**src/rtl/ascon_hash_serial_host.sv**
```systemverilog
// ascon_hash_serial_host
// Host-side driver for the bit-serial Ascon hash core.
// A parallel message is latched on request and shifted out MSB first, one bit
// per cycle, together with ten fresh random bits per cycle. The core is then
// started, its latency is measured, and the serial hash is collected LSB first
// into a parallel result.
//
// Ports:
//   clk, rst          clock, asynchronous active-high reset
//   reqxSI / ackxSO   request (sampled in IDLE) / one-cycle accept pulse
//   messagexDI        parallel message (Y bits)
//   randxDI           10 bits of fresh randomness, consumed each load cycle
//   messagexSO        to core: {rand[1:0], message bit}
//   r_64xSO           to core: rand[8:2]
//   r_faultxSO        to core: rand[9]
//   startxSO          to core: start, held START_LEN cycles
//   readyxSI          from core: hash ready
//   hash_textxSI      from core: serial hash bit
//   hashxDO           parallel hash result (L bits)
//   cyclesxDO         cycles from first start-high cycle to ready-high cycle
//   validxDO          result valid, held until takexSI
//   takexSI           result consumed
//
// START_LEN and GAP must both be at least 1.
module ascon_hash_serial_host #(
    parameter int Y         = 80,
    parameter int L         = 256,
    parameter int MAX       = 256,
    parameter int START_LEN = 3,
    parameter int GAP       = 2,
    parameter int CW        = 16
) (
    input  logic          clk,
    input  logic          rst,
    input  logic          reqxSI,
    output logic          ackxSO,
    input  logic [Y-1:0]  messagexDI,
    input  logic [9:0]    randxDI,
    output logic [2:0]    messagexSO,
    output logic [6:0]    r_64xSO,
    output logic          r_faultxSO,
    output logic          startxSO,
    input  logic          readyxSI,
    input  logic          hash_textxSI,
    output logic [L-1:0]  hashxDO,
    output logic [CW-1:0] cyclesxDO,
    output logic          validxDO,
    input  logic          takexSI
);

    // One shared phase index covers the longest of the counted phases.
    localparam int CNT_MAX = (MAX > L) ? MAX : L;
    localparam int IW      = (CNT_MAX > 2) ? $clog2(CNT_MAX) : 1;

    localparam logic [IW-1:0] LOAD_LAST  = IW'(MAX - 1);
    localparam logic [IW-1:0] START_LAST = IW'(START_LEN - 1);
    localparam logic [IW-1:0] GAP_LAST   = IW'(GAP - 1);
    localparam logic [IW-1:0] READ_LAST  = IW'(L - 1);

    typedef enum logic [2:0] {
        S_IDLE  = 3'd0,
        S_LOAD  = 3'd1,
        S_START = 3'd2,
        S_WAIT  = 3'd3,
        S_GAP   = 3'd4,
        S_READ  = 3'd5,
        S_DONE  = 3'd6
    } state_t;

    state_t        state_r;
    logic [IW-1:0] idx_r;
    logic [Y-1:0]  msg_r;
    logic [CW-1:0] cnt_r;

    // Latency counter increment that sticks at all-ones instead of wrapping.
    function automatic logic [CW-1:0] sat_inc(input logic [CW-1:0] v);
        return (v == {CW{1'b1}}) ? v : v + CW'(1);
    endfunction

    // Host FSM: serial load, start pulse, latency count, gap, serial read, handoff.
    always_ff @(posedge clk or posedge rst) begin
        if (rst) begin
            state_r    <= S_IDLE;
            idx_r      <= {IW{1'b0}};
            msg_r      <= {Y{1'b0}};
            cnt_r      <= {CW{1'b0}};
            ackxSO     <= 1'b0;
            messagexSO <= 3'b000;
            r_64xSO    <= 7'b0000000;
            r_faultxSO <= 1'b0;
            startxSO   <= 1'b0;
            hashxDO    <= {L{1'b0}};
            cyclesxDO  <= {CW{1'b0}};
            validxDO   <= 1'b0;
        end else begin
            ackxSO <= 1'b0;
            case (state_r)
                S_IDLE: begin
                    if (reqxSI) begin
                        msg_r   <= messagexDI;
                        ackxSO  <= 1'b1;
                        idx_r   <= {IW{1'b0}};
                        state_r <= S_LOAD;
                    end
                end
                S_LOAD: begin
                    {r_faultxSO, r_64xSO, messagexSO[2:1]} <= randxDI;
                    // Shifting left sends MSB first and feeds zeros once the
                    // message is exhausted, so no bounds check is needed.
                    messagexSO[0] <= msg_r[Y-1];
                    msg_r         <= {msg_r[Y-2:0], 1'b0};
                    if (idx_r == LOAD_LAST) begin
                        idx_r   <= {IW{1'b0}};
                        state_r <= S_START;
                    end else begin
                        idx_r <= idx_r + IW'(1);
                    end
                end
                S_START: begin
                    messagexSO <= 3'b000;
                    r_64xSO    <= 7'b0000000;
                    r_faultxSO <= 1'b0;
                    startxSO   <= 1'b1;
                    // The edge that raises start zeroes the counter, so the
                    // counter equals the cycle number counted from start-high.
                    cnt_r <= (idx_r == {IW{1'b0}}) ? {CW{1'b0}} : sat_inc(cnt_r);
                    if (idx_r == START_LAST) begin
                        idx_r   <= {IW{1'b0}};
                        state_r <= S_WAIT;
                    end else begin
                        idx_r <= idx_r + IW'(1);
                    end
                end
                S_WAIT: begin
                    startxSO <= 1'b0;
                    cnt_r    <= sat_inc(cnt_r);
                    if (readyxSI) begin
                        cyclesxDO <= cnt_r;
                        idx_r     <= {IW{1'b0}};
                        state_r   <= S_GAP;
                    end
                end
                S_GAP: begin
                    if (idx_r == GAP_LAST) begin
                        idx_r   <= {IW{1'b0}};
                        state_r <= S_READ;
                    end else begin
                        idx_r <= idx_r + IW'(1);
                    end
                end
                S_READ: begin
                    hashxDO[idx_r] <= hash_textxSI;
                    if (idx_r == READ_LAST) begin
                        idx_r    <= {IW{1'b0}};
                        validxDO <= 1'b1;
                        state_r  <= S_DONE;
                    end else begin
                        idx_r <= idx_r + IW'(1);
                    end
                end
                S_DONE: begin
                    if (takexSI) begin
                        validxDO <= 1'b0;
                        state_r  <= S_IDLE;
                    end
                end
                default: begin
                    state_r <= S_IDLE;
                end
            endcase
        end
    end

endmodule
```
**config.mk**
```make
export PLATFORM = sky130hd
export DESIGN_NAME = ascon_hash_serial_host
export DESIGN_NICKNAME = d
export VERILOG_FILES = /design/src/rtl/ascon_hash_serial_host.sv
export SDC_FILE = /design/constraint.sdc
export NUM_CORES = 1
export LEC_CHECK = 0
export CORE_MARGIN = 2
export CORE_UTILIZATION = 33
export DETAILED_ROUTE_END_ITERATION = 16
export PLACE_DENSITY = 0.52
export SYNTH_ARGS = -nofsm -noshare
export SYNTH_HDL_FRONTEND = slang
export SYNTH_SLANG_ARGS = --single-unit
```
**constraint.sdc**
```tcl
create_clock -name clk -period 20.7 [get_ports clk]
set_clock_uncertainty 0.15 [all_clocks]
set_input_delay 2.07 -clock clk [delete_from_list [all_inputs] [get_ports clk]]
set_output_delay 2.07 -clock clk [all_outputs]
set_load 0.01 [all_outputs]
```
==> key figures <==
Synthesis
  – Synth warn: 0
  – Synth cell types: slightly below 50
  – Syn Area/Cell: 11.3 sq um
  – Dominant synthesized flop cell: dfrtp_1
  – #FFs+latches synth: a little under 400
  – Syn Inst Count: 1,482
  – Ys async rst share: 100%
  – Mapped Nets: 1,583
  – Sequential-to-total area share from yosys stat: 58.8%
  – EDFF count, synth: 0
  – Synthesized cell area: 0.0167 sq mm

Timing
  – Hold slack: 344 ps
  – Post-route clock period utilization: between 20 and 25%
  – Final setup fails: 0
  – Slew HR: around 15%
  – Unrepaired setup endpoints after global routing: no
  – Worst slew pin tran: 1270 ps
  – Achievable frequency: approximately 0.22 GHz
  – Max-slew violations: 0
  – Min Tclk post-route: 4490 ps
  – Final TNS setup: 0 ps
  – Final hold viol count: 0

Power and ir drop
  – Power per cell area: between 90 and 100 mW/mm^2
  – Leak Pwr: just under 0.01 uW
  – VDD IR max: ~0.062 mV
  – Design Power: 2210 uW

Worst setup path
  – Family with the most delay on the worst path: buffers and inverters
  – CP startpoint kind: input pin
  – CP Data Arrival Time: between 4000 and 5000 ps
  – R2R Path End: hashxDO[236]$_DFFE_PP0P_
  – Setup Crit Path Kind: input pin to asynchronous set/reset pin
  – Worst setup EP type: asynchronous set/reset pin
  – R2R cell count: 5
  – Worst path cell trace: clkdlybuf4s50_1, inv_8, buf_12, buf_4
  – R2r startpoint: idx_r[5]$_DFFE_PP0P_
  – Crit path max fanout: 160
  – Worst Path Required: 21,090 ps
  – WP buf/inv: 4
  – R2r setup slk: 17,360 ps
  – Slowest stage delay, CP: 880 ps
  – CP max-delay cell: buf_4

Cells and area
  – P&R area growth vs syn: 34.8%
  – Post-Layout Cell Count: 2,518
  – Post-layout util: between 40% and 50%
  – Share of cells above drive strength 1: 19.0%
  – Nets: 1,914

Placement
  – I/O Buffers: approximately 380
  – Dpl hpwl: about 34 mm
  – Placed cell count: approximately 2,400
  – GPL Wtd Cong: ~0.77

Worst hold path
  – Hold Crit Start: hashxDO[19]$_DFFE_PP0P_
  – Hold Path End: hashxDO[19]$_DFFE_PP0P_
  – Hold Path Class: flop to flop
  – WHS Path Cells: 1

Clock tree
  – Reg clk slew, reported paths: 60 ps
  – Clk_lat worst skew: 560 ps
  – Clk buf depth: 3
  – Post-cts resize count: 0
  – H-tree levels: 2
  – # hold bufs at CTS: 0
  – Post-CTS Setup Bufs: 0
  – CTS root buf: clkbuf_16
  – Clk sink count: 393
  – CTS tree: built
  – CTS buffer count: 45

Die
  – Die X: 229 microns
  – Vert. Die Dim: between 200 and 250 microns
  – Starting density of the core: 33.4%
  – Io pins: approximately 380
  – Die area: 0.0525 sq mm
  – Rows: 82
  – CORE AREA: around 0.05 sq mm

Global route
  – GR Util All Layers: 19.7%
  – Largest net degree at the start of global routing: between 150 and 200
  – Number of global-route vias before repair: 12,653
  – Gr ovfl total: 0
  – Initial antenna violation count: 2
  – Global-route wire length before repair: 79.6 mm

Run status
  – Outcome: finished, final reports clean

Routing
  – Drt via density: 4.87
  – Total wire length: 52.3 mm
  – Vias post-DR: 12,257
  – Drt drc: 0
  – DRT antenna net count: 0
  – Detailed Route Iter0 Violations: 703
  – WL/cell: ~21 microns
  – DR pass1 iterations: 6

Job
  – Maximum Capacitance Violations: 0
==> metrics by stage <==
stage | worst slack [ps] | cell area [sq um]
after global placement | 15550 | 21000
final | 16210 | 22500
after detailed placement | 15540 | 21000
after global routing | 15760 | 22500
after floorplan | 7550 | 16700
after CTS | 16140 | 22500
==> report_power, final <==
group / internal (uW) / switching, uW / leakage [uW]
Clock: 482 / 316 / 0.000720
Sequential: 878 / 73.5 / 0.00516
Combinational: 190 / 269 / 0.00386
==> state kept, by name, indices dropped and copies added, names as in the netlist <==
register / flops
cnt_r: 16
idx_r: 8
cyclesxDO: 16
ackxSO: 1
hashxDO: 256
msg_r: 80
messagexSO: 3
r_64xSO: 7
startxSO: 1
state_r: 3
r_faultxSO: 1
validxDO: 1
==> worst max-delay path by stage <==
stage | from | end | slack [ps] | cells past startpoint
6_report | rst | hashxDO[1]$_DFFE_PP0P_ | 16210 | 4
5_1_grt | rst | hashxDO[42]$_DFFE_PP0P_ | 15760 | 4
4_1_cts | rst | hashxDO[42]$_DFFE_PP0P_ | 16140 | 4
3_5_place_dp | rst | hashxDO[32]$_DFFE_PP0P_ | 15540 | 4
3_3_place_gp | rst | hashxDO[32]$_DFFE_PP0P_ | 15550 | 4
2_1_floorplan | rst | ackxSO$_DFF_PP0_ | 7550 | 1
==> cell usage after synthesis (2+ instances only) <==
cell type	n	area share (%)
nor3_1	7	0.21
and4_1	3	0.16
o31ai_1	3	0.13
nand2_1	39	0.88
mux2_1	9	0.61
buf_2	15	0.45
and2_1	2	0.075
xnor2_1	7	0.37
ha_1	5	0.37
o21ai_0	10	0.30
nand4b_1	3	0.16
nor4_2	2	0.15
inv_1	6	0.13
a21oi_1	4	0.12
and3_1	9	0.34
nand4_1	15	0.56
a31oi_1	4	0.15
a21o_1	2	0.090
nor2_1	422	9.5
nor4_1	4	0.15
o2bb2ai_1	2	0.10
dfrtp_1	393	59
nand2b_1	3	0.11
mux2_2	265	18
a22o_1	13	0.68
o22ai_1	79	3.0
xor2_1	5	0.26
nand3_1	33	0.99
nor2b_1	8	0.30
clkbuf_1	91	2.0
==> routing by layer <==
layer  routed length [microns]  track usage [%]  up-vias
met5                         0                0        -
met4                      1500             7.02        0
met3                      3000             4.42       76
met2                     23900             30.8      286
met1                     23900             27.0     6162
li1                          -                -     5733
==> cells by family after synthesis <==
| family | share of synthesized area (%) |
|---|---|
| compound gates | 5.04 |
| xor+xnor | 0.629 |
| fa+ha+maj | 0.374 |
| buf+inv | 2.76 |
| flops | 58.8 |
| mux | 18.5 |
| simple gates | 13.9 |
==> cell type report <==
cell class	instances	area (sq um)
timing repair buffer	393	3920
tap	672	841
fill	4783	27500
clock buffer	70	1350
multi-input combinational	974	6430
antenna	2	5.00
sequential	393	9830
inverter	6	30.0
clock inverter	8	118
==> placed cells by master (no fill, tap or decap), drive strengths merged, types with 3 or more instances in the layout <==
master	n
bufinv	3
a21oi	4
o22ai	79
clkinv	4
nor2	422
nor4	6
xor2	5
o21ai	11
clkdlybuf4s50	380
nand4	15
xnor2	7
nor2b	9
a31oi	4
a22o	13
nand4b	3
nor3	7
buf	13
clkbuf	70
nand3	33
o31ai	3
nand2	39
mux2	274
and4	3
nand2b	3
inv	6
dfrtp	393
ha	5
and3	9
Note: power is estimated with default switching activity, not from simulation.
